==> src/rtl/fmul_arbiter.sv <==
// Two-requester round-robin front end for a shared pipelined floating-point multiplier.
// Optional per-requester issue counters are enabled by defining FMUL_ARB_STATS_EN.
module fmul_arbiter #(
    parameter int LAT   = 2,
    parameter int CNT_W = 16
) (
    input  logic             clock,
    input  logic             reset,
    input  logic             r0_valid,
    output logic             r0_ready,
    input  logic [31:0]      r0_a,
    input  logic [31:0]      r0_b,
    input  logic [1:0]       r0_rm,
    input  logic             r1_valid,
    output logic             r1_ready,
    input  logic [31:0]      r1_a,
    input  logic [31:0]      r1_b,
    input  logic [1:0]       r1_rm,
    output logic [31:0]      f_a,
    output logic [31:0]      f_b,
    output logic [1:0]       f_rm,
    output logic             f_e,
    input  logic [31:0]      f_s,
    output logic             o_valid,
    input  logic             o_ready,
    output logic             o_id,
    output logic [31:0]      o_s
`ifdef FMUL_ARB_STATS_EN
    ,
    output logic [CNT_W-1:0] cnt0,
    output logic [CNT_W-1:0] cnt1
`endif
);

    typedef enum logic [0:0] {
        LAST_R0 = 1'b0,
        LAST_R1 = 1'b1
    } last_e;

    last_e          state_r;
    last_e          state_nxt_s;
    logic           gnt0_s;
    logic           gnt1_s;
    logic           issue_s;
    logic           stall_s;
    logic           o_valid_s;
    logic [LAT-1:0] vld_r;
    logic [LAT-1:0] id_r;

    if (LAT < 1 || CNT_W < 1) begin : g_bad_param
        $error("fmul_arbiter: LAT and CNT_W must both be at least 1");
    end

    // Reset masks the output so a flushed tag is never seen, even in the reset cycle itself.
    assign o_valid_s = vld_r[LAT-1] & ~reset;
    assign stall_s   = o_valid_s & ~o_ready;
    assign issue_s   = gnt0_s | gnt1_s;

    assign f_e      = ~stall_s;
    assign o_valid  = o_valid_s;
    assign o_id     = id_r[LAT-1];
    assign o_s      = f_s;
    assign r0_ready = gnt0_s;
    assign r1_ready = gnt1_s;

    // Last-grant state register; after reset r0 wins the first tie.
    always_ff @(posedge clock) begin
        if (reset) begin
            state_r <= LAST_R1;
        end else begin
            state_r <= state_nxt_s;
        end
    end

    // Next last-grant: moves only on a handshake.
    always_comb begin
        state_nxt_s = state_r;
        if (gnt0_s) begin
            state_nxt_s = LAST_R0;
        end else if (gnt1_s) begin
            state_nxt_s = LAST_R1;
        end else begin
            state_nxt_s = state_r;
        end
    end

    // Grant outputs: nothing is accepted while stalled or in reset.
    always_comb begin
        gnt0_s = 1'b0;
        gnt1_s = 1'b0;
        if (reset || stall_s) begin
            gnt0_s = 1'b0;
            gnt1_s = 1'b0;
        end else begin
            case ({r1_valid, r0_valid})
                2'b01: gnt0_s = 1'b1;
                2'b10: gnt1_s = 1'b1;
                2'b11: begin
                    if (state_r == LAST_R1) begin
                        gnt0_s = 1'b1;
                    end else begin
                        gnt1_s = 1'b1;
                    end
                end
                default: begin
                    gnt0_s = 1'b0;
                    gnt1_s = 1'b0;
                end
            endcase
        end
    end

    // Operand mux towards the multiplier; zeros when idle.
    always_comb begin
        f_a  = 32'h0000_0000;
        f_b  = 32'h0000_0000;
        f_rm = 2'b00;
        case ({gnt1_s, gnt0_s})
            2'b01: begin
                f_a  = r0_a;
                f_b  = r0_b;
                f_rm = r0_rm;
            end
            2'b10: begin
                f_a  = r1_a;
                f_b  = r1_b;
                f_rm = r1_rm;
            end
            default: begin
                f_a  = 32'h0000_0000;
                f_b  = 32'h0000_0000;
                f_rm = 2'b00;
            end
        endcase
    end

    // Tag pipe tracks the multiplier stages; idle cycles travel as bubbles.
    always_ff @(posedge clock) begin
        if (reset) begin
            vld_r <= {LAT{1'b0}};
            id_r  <= {LAT{1'b0}};
        end else if (!stall_s) begin
            vld_r[0] <= issue_s;
            id_r[0]  <= gnt1_s;
            for (int k = 1; k < LAT; k++) begin
                vld_r[k] <= vld_r[k-1];
                id_r[k]  <= id_r[k-1];
            end
        end else begin
            vld_r <= vld_r;
            id_r  <= id_r;
        end
    end

`ifdef FMUL_ARB_STATS_EN
    localparam logic [CNT_W-1:0] CNT_ONE = CNT_W'(1'b1);
    localparam logic [CNT_W-1:0] CNT_MAX = {CNT_W{1'b1}};

    logic [CNT_W-1:0] cnt0_r;
    logic [CNT_W-1:0] cnt1_r;

    // Saturating handshake counters.
    always_ff @(posedge clock) begin
        if (reset) begin
            cnt0_r <= {CNT_W{1'b0}};
            cnt1_r <= {CNT_W{1'b0}};
        end else begin
            if (gnt0_s && (cnt0_r != CNT_MAX)) begin
                cnt0_r <= cnt0_r + CNT_ONE;
            end else begin
                cnt0_r <= cnt0_r;
            end
            if (gnt1_s && (cnt1_r != CNT_MAX)) begin
                cnt1_r <= cnt1_r + CNT_ONE;
            end else begin
                cnt1_r <= cnt1_r;
            end
        end
    end

    assign cnt0 = cnt0_r;
    assign cnt1 = cnt1_r;
`else
`endif

endmodule
==> config.mk <==
export PLATFORM = sky130hd
export DESIGN_NAME = fmul_arbiter
export DESIGN_NICKNAME = d
export VERILOG_FILES = /design/src/rtl/fmul_arbiter.sv
export SDC_FILE = /design/constraint.sdc
export NUM_CORES = 1
export LEC_CHECK = 0
export BUFFER_PORTS_ARGS = -buffer_cell sky130_fd_sc_hd__buf_4
export CORE_AREA = 5 5 104 106
export DETAILED_ROUTE_END_ITERATION = 12
export DIE_AREA = 0 0 109 111
export PLACE_DENSITY = 0.62
export SYNTH_ARGS = -nofsm -noshare
export SYNTH_HDL_FRONTEND = slang
export SYNTH_SLANG_ARGS = --single-unit
==> constraint.sdc <==
create_clock -name clock -period 3.92 [get_ports clock]
set_clock_uncertainty 0.1 [all_clocks]
set_input_delay 0.392 -clock clock [delete_from_list [all_inputs] [get_ports clock]]
set_output_delay 0.392 -clock clock [all_outputs]
set_load 0.02 [all_outputs]
* Yosys cells after proc, flatten, opt, wreduce, memory -nomap -nowiden *
Cells that the tools add are included.

word-level totals
  word-level logic and storage cells = 27
  flip-flop bits (word level) = 5
  output and inout port bits = 103
  input bits = 169

operators by class
  muxes and demuxes = 11
  equal/unequal tests = 5
  reduce and logical (&&, ||, !) cells = 2
  bitwise operators = 6

operators by type and width
  kind                  number
  $pmux W32 S2          2
  $eq A2 B2 Y1 const B  3
  $mux W1               6
  $eq A2 B1 Y1 const B  2
  $pmux W1 S2           2
  $pmux W2 S2           1
  $not A1 Y1            3
  $and A1 B1 Y1         2
  $reduce_bool A2 Y1    1
  $logic_or A1 B1 Y1    1
  $or A1 B1 Y1          1

* Logic depth before layout (Yosys ltp) *
  word-level depth = 7
  gate-level depth with buffers = 8
  mapped depth without buffers = 6

* Worst setup path after synthesis *
No wires, ideal clock.

  path type = input-to-output
  start point = input port reset
  end point = output port f_a[10]
  arrival time = 1,908 ps
  path buffers = 3
  stages on the path = 8
  path slack = 1,520 ps
  required time = 3,428 ps
  path through = buf_2 -> nand4b_1 -> inv_1 -> ha_1 -> buf_4 -> buf_2 -> a22oi_1 -> nor2b_1

on the way
  longest elaborated chain between the ends = 7
  elaborated cells on any way between the ends = 9
  those cells by class = 2 x eq/ne; 3 x mux; 3 x bitwise; 1 x reduce/logical

ends and longest elaborated chain
  element                                              RTL line  text
  start, declared                                      8         input logic reset,
  $not A1 Y1                                           55        assign o_valid_s = vld_r[LAT-1] & ~reset;
  $and A1 B1 Y1                                        55
  $and A1 B1 Y1                                        56        assign stall_s = o_valid_s & ~o_ready;
  $logic_or A1 B1 Y1 *                                 91        if (reset || stall_s) begin
  $mux W1 *                                            91
  net r1_ready                                         15        output logic r1_ready,
  $eq A2 B2 Y1 / $eq A2 B1 Y1 (equally long branches)  118       case ({gnt1_s, gnt0_s})
  $pmux W32 S2 *                                       118
  end, declared                                        19        output logic [31:0] f_a,

The timed path passes the listed nets; every way through them passes the cells marked *.

* Worst setup path after layout *
  start point = register state_r
  end point = output port f_a[8]

on the way
  longest elaborated chain between the ends = 5
  elaborated cells on any way between the ends = 9
  those cells by class = 2 x eq/ne; 7 x mux

ends and longest elaborated chain
  element                                              RTL line  text
  start, declared                                      40        last_e state_r;
  start signal, assigned                               71        state_r <= state_nxt_s;
  $mux W1                                              99        if (state_r == LAST_R1) begin
  $pmux W1 S2                                          95        case ({r1_valid, r0_valid})
  $mux W1                                              91
  $eq A2 B2 Y1 / $eq A2 B1 Y1 (equally long branches)  118
  $pmux W32 S2 *                                       118

Every way passes the cells marked *; elsewhere a longest branch is shown, timed or not.

==> results.json <==
{
  "place_congestion": 0.815,
  "met1_usage_pct": 13.3,
  "worst_slew_pin_slew_ns": 0.620,
  "grt_use_total_pct": 11.5,
  "cp_top_family": "adder cells",
  "yosys_most_used_dff": "dfxtp_1",
  "synth.ff_latch_count": 5,
  "synth_cell_type_count": 23,
  "io_buffers": 207,
  "vdd_drop_max_mv": 0.306,
  "crit_arrival_ns": 2.40,
  "yosysWarningCount": 0,
  "cts_buffer_depth": 2,
  "synth_top_area_share_pct": 31.7,
  "area_growth_pct": 91.8,
  "crit_path_end_kind": "output pin",
  "cpMaxStageDelayCell": "ha_2",
  "dpl-instance-area_um2": 2960,
  "clkSinkCount": 5,
  "crit_chain": "inv_1 -> a21boi_0 -> and2_1 -> ha_2 -> buf_12 -> a22oi_1 -> nor2b_1 -> buf_4",
  "ant_nets": 0,
  "cp_slowest_stage_delay_ns": 0.59,
  "overflow": 0,
  "vias_per_cell": 4.24,
  "die_w_um": 109,
  "insertion_delay_ns": 0.22,
  "vias": 2173,
  "maxCapViolCount": 0,
  "fmax_mhz": 346,
  "h-tree-depth": 1,
  "crit_path_start_kind": "flop",
  "hpwl_um": 6360,
  "setup-tns-final_ns": 0,
  "drt_iter0_markers": 167,
  "hold_viol_final": 0,
  "status": "completed",
  "wl_per_cell_um": 15.1,
  "num-nets-final": 553,
  "period_minus_slack_ns": 2.89,
  "cts_setup_buffers": 0,
  "fillers": 1048,
  "post-route-period-util_pct": 73.8,
  "worstPathMaxFanout": 39,
  "setup_violations": 0,
  "diodes": 0,
  "syn_inst": 218,
  "async_flop_share_pct": 0,
  "grt_pass1_vias": 2178,
  "die_area_um2": 12100,
  "syn-num-nets": 390,
  "drive_gt1_share_pct": 57.9,
  "finalWirelength_um": 7760,
  "met3_usage_pct": 3.67,
  "syn_area_um2": 1570,
  "path_clk_slew_ns": 0.04,
  "synth_area_leaders": "a22oi_1 32%, nor2b_1 26%, buf_4 18%",
  "avgSynthCellArea_um2": 7.18,
  "grt.met2_usage_pct": 20.6,
  "drv_slew": 0,
  "post_cts_resized": 0,
  "tritoncts": "built",
  "path_buf_inv": 3,
  "grt_pass1_wl_um": 11500,
  "drt_first_pass_iters": 4,
  "holdBufCountCts": 0,
  "grt_antenna_before_repair": 0,
  "cts_buffers": 3,
  "maxSlewHeadroom_pct": 58.7,
  "hp-class": "input port to flop",
  "required_ns": 3.43,
  "ys_seq_area_share_pct": 6.39,
  "crit_type": "flop to output pin",
  "drc": 0,
  "grt_max_degree": 40,
  "start_util_pct": 16.2,
  "powerDensity_nw_per_um2": 156,
  "core_area_um2": 9680,
  "p_leak_nw": 1.38,
  "grt_busiest_layer": "met2",
  "cts_root_buf": "clkbuf_8",
  "pin_count": 272,
  "rows": 36,
  "design_area_um2": 3000,
  "synth-edff-count": 0,
  "die-height_um": 111,
  "yosys.area.top_type": "a22oi_1",
  "rsz0062_at_grt": "false"
}
## layout make-up
type	count	area (um^2)	area share [%]
Tap cell	133	166	5.54
Clock buffer	4	45.0	1.50
Multi-Input combinational cell	157	1080	35.9
Timing Repair Buffer	212	1600	53.4
Inverter	2	7.51	0.250
Sequential cell	5	100	3.33
## cell usage after synthesis, types with 2 or more instances
master     n
nor2_1     4
nor2b_2    3
buf_4     37
nand2_1    5
a21oi_1    2
inv_1      2
nor2b_1   64
nand2b_1   2
clkbuf_1   3
buf_2      9
dfxtp_1    5
ha_1       3
buf_6      4
a22oi_1   66
## layer usage
metal,vias to the layer above,wire length (um)
met3,10,805
li1,1065,-
met5,-,0
met2,118,4070
met1,980,2810
met4,0,76
## metrics by stage
stage	hold slack, ns	std cells	total power [W]	setup slack (ns)	utilization [%]
after CTS	0.303	513	0.000475	1.04	31.0
after detailed placement	0.356	509	0.000375	1.13	30.5
after global routing	0.310	513	0.000503	0.843	31.0
after floorplan	0.336	218	0.000258	1.52	-
final	0.307	513	0.000470	1.03	31.0
after global placement	0.357	509	0.000371	1.17	30.5
## cells by family (layout without fill, tap and decap cells)
family	after synthesis	count (layout)	share of synthesized area (%)
simple gates	84	84	32.9
compound gates	70	70	33.3
buf+inv	56	218	25.0
flops	5	5	6.40
fa+ha+maj	3	3	2.40
## cell usage in the layout, fill, tap and decap left out
master,count
nand2b_1,2
and2b_1,1
a211oi_1,1
inv_1,2
nand3b_1,1
ha_1,1
clkbuf_1,1
nor2_1,4
nand2_1,5
ha_2,2
a21boi_0,1
a22oi_1,66
nor2b_2,3
a21oi_1,2
dfxtp_1,5
nand4b_1,1
and2_1,1
nor3b_1,1
buf_12,1
nor2b_1,64
clkbuf_8,3
buf_4,211
nor3_1,1
## flip-flops by register name (all words and copies together) (netlist names)
register / cells
vld_r: 2
state_r: 1
id_r: 2
## path summary, 6_finish.rpt
kind / start / end / slack (ns) / depth (start not counted)
worst max-delay path: state_r / f_a[8] / 1.03 / 8
worst min register to register: id_r[0] / id_r[1] / 0.36 / 2
worst max register to register: state_r / state_r / 2.34 / 6
worst min-delay path: reset / id_r[1] / 0.31 / 2
## power breakdown
part | leakage [nW] | total, W | internal [W] | switching (W)
combinational | 1.32 | 0.000317 | 0.000178 | 0.000139
sequential | 0.0411 | 0.0000565 | 0.0000545 | 0.00000201
clock | 0.0228 | 0.0000965 | 0.0000699 | 0.0000266
total | 1.38 | 0.000470 | 0.000302 | 0.000167
(Power assumes the default switching activity.)
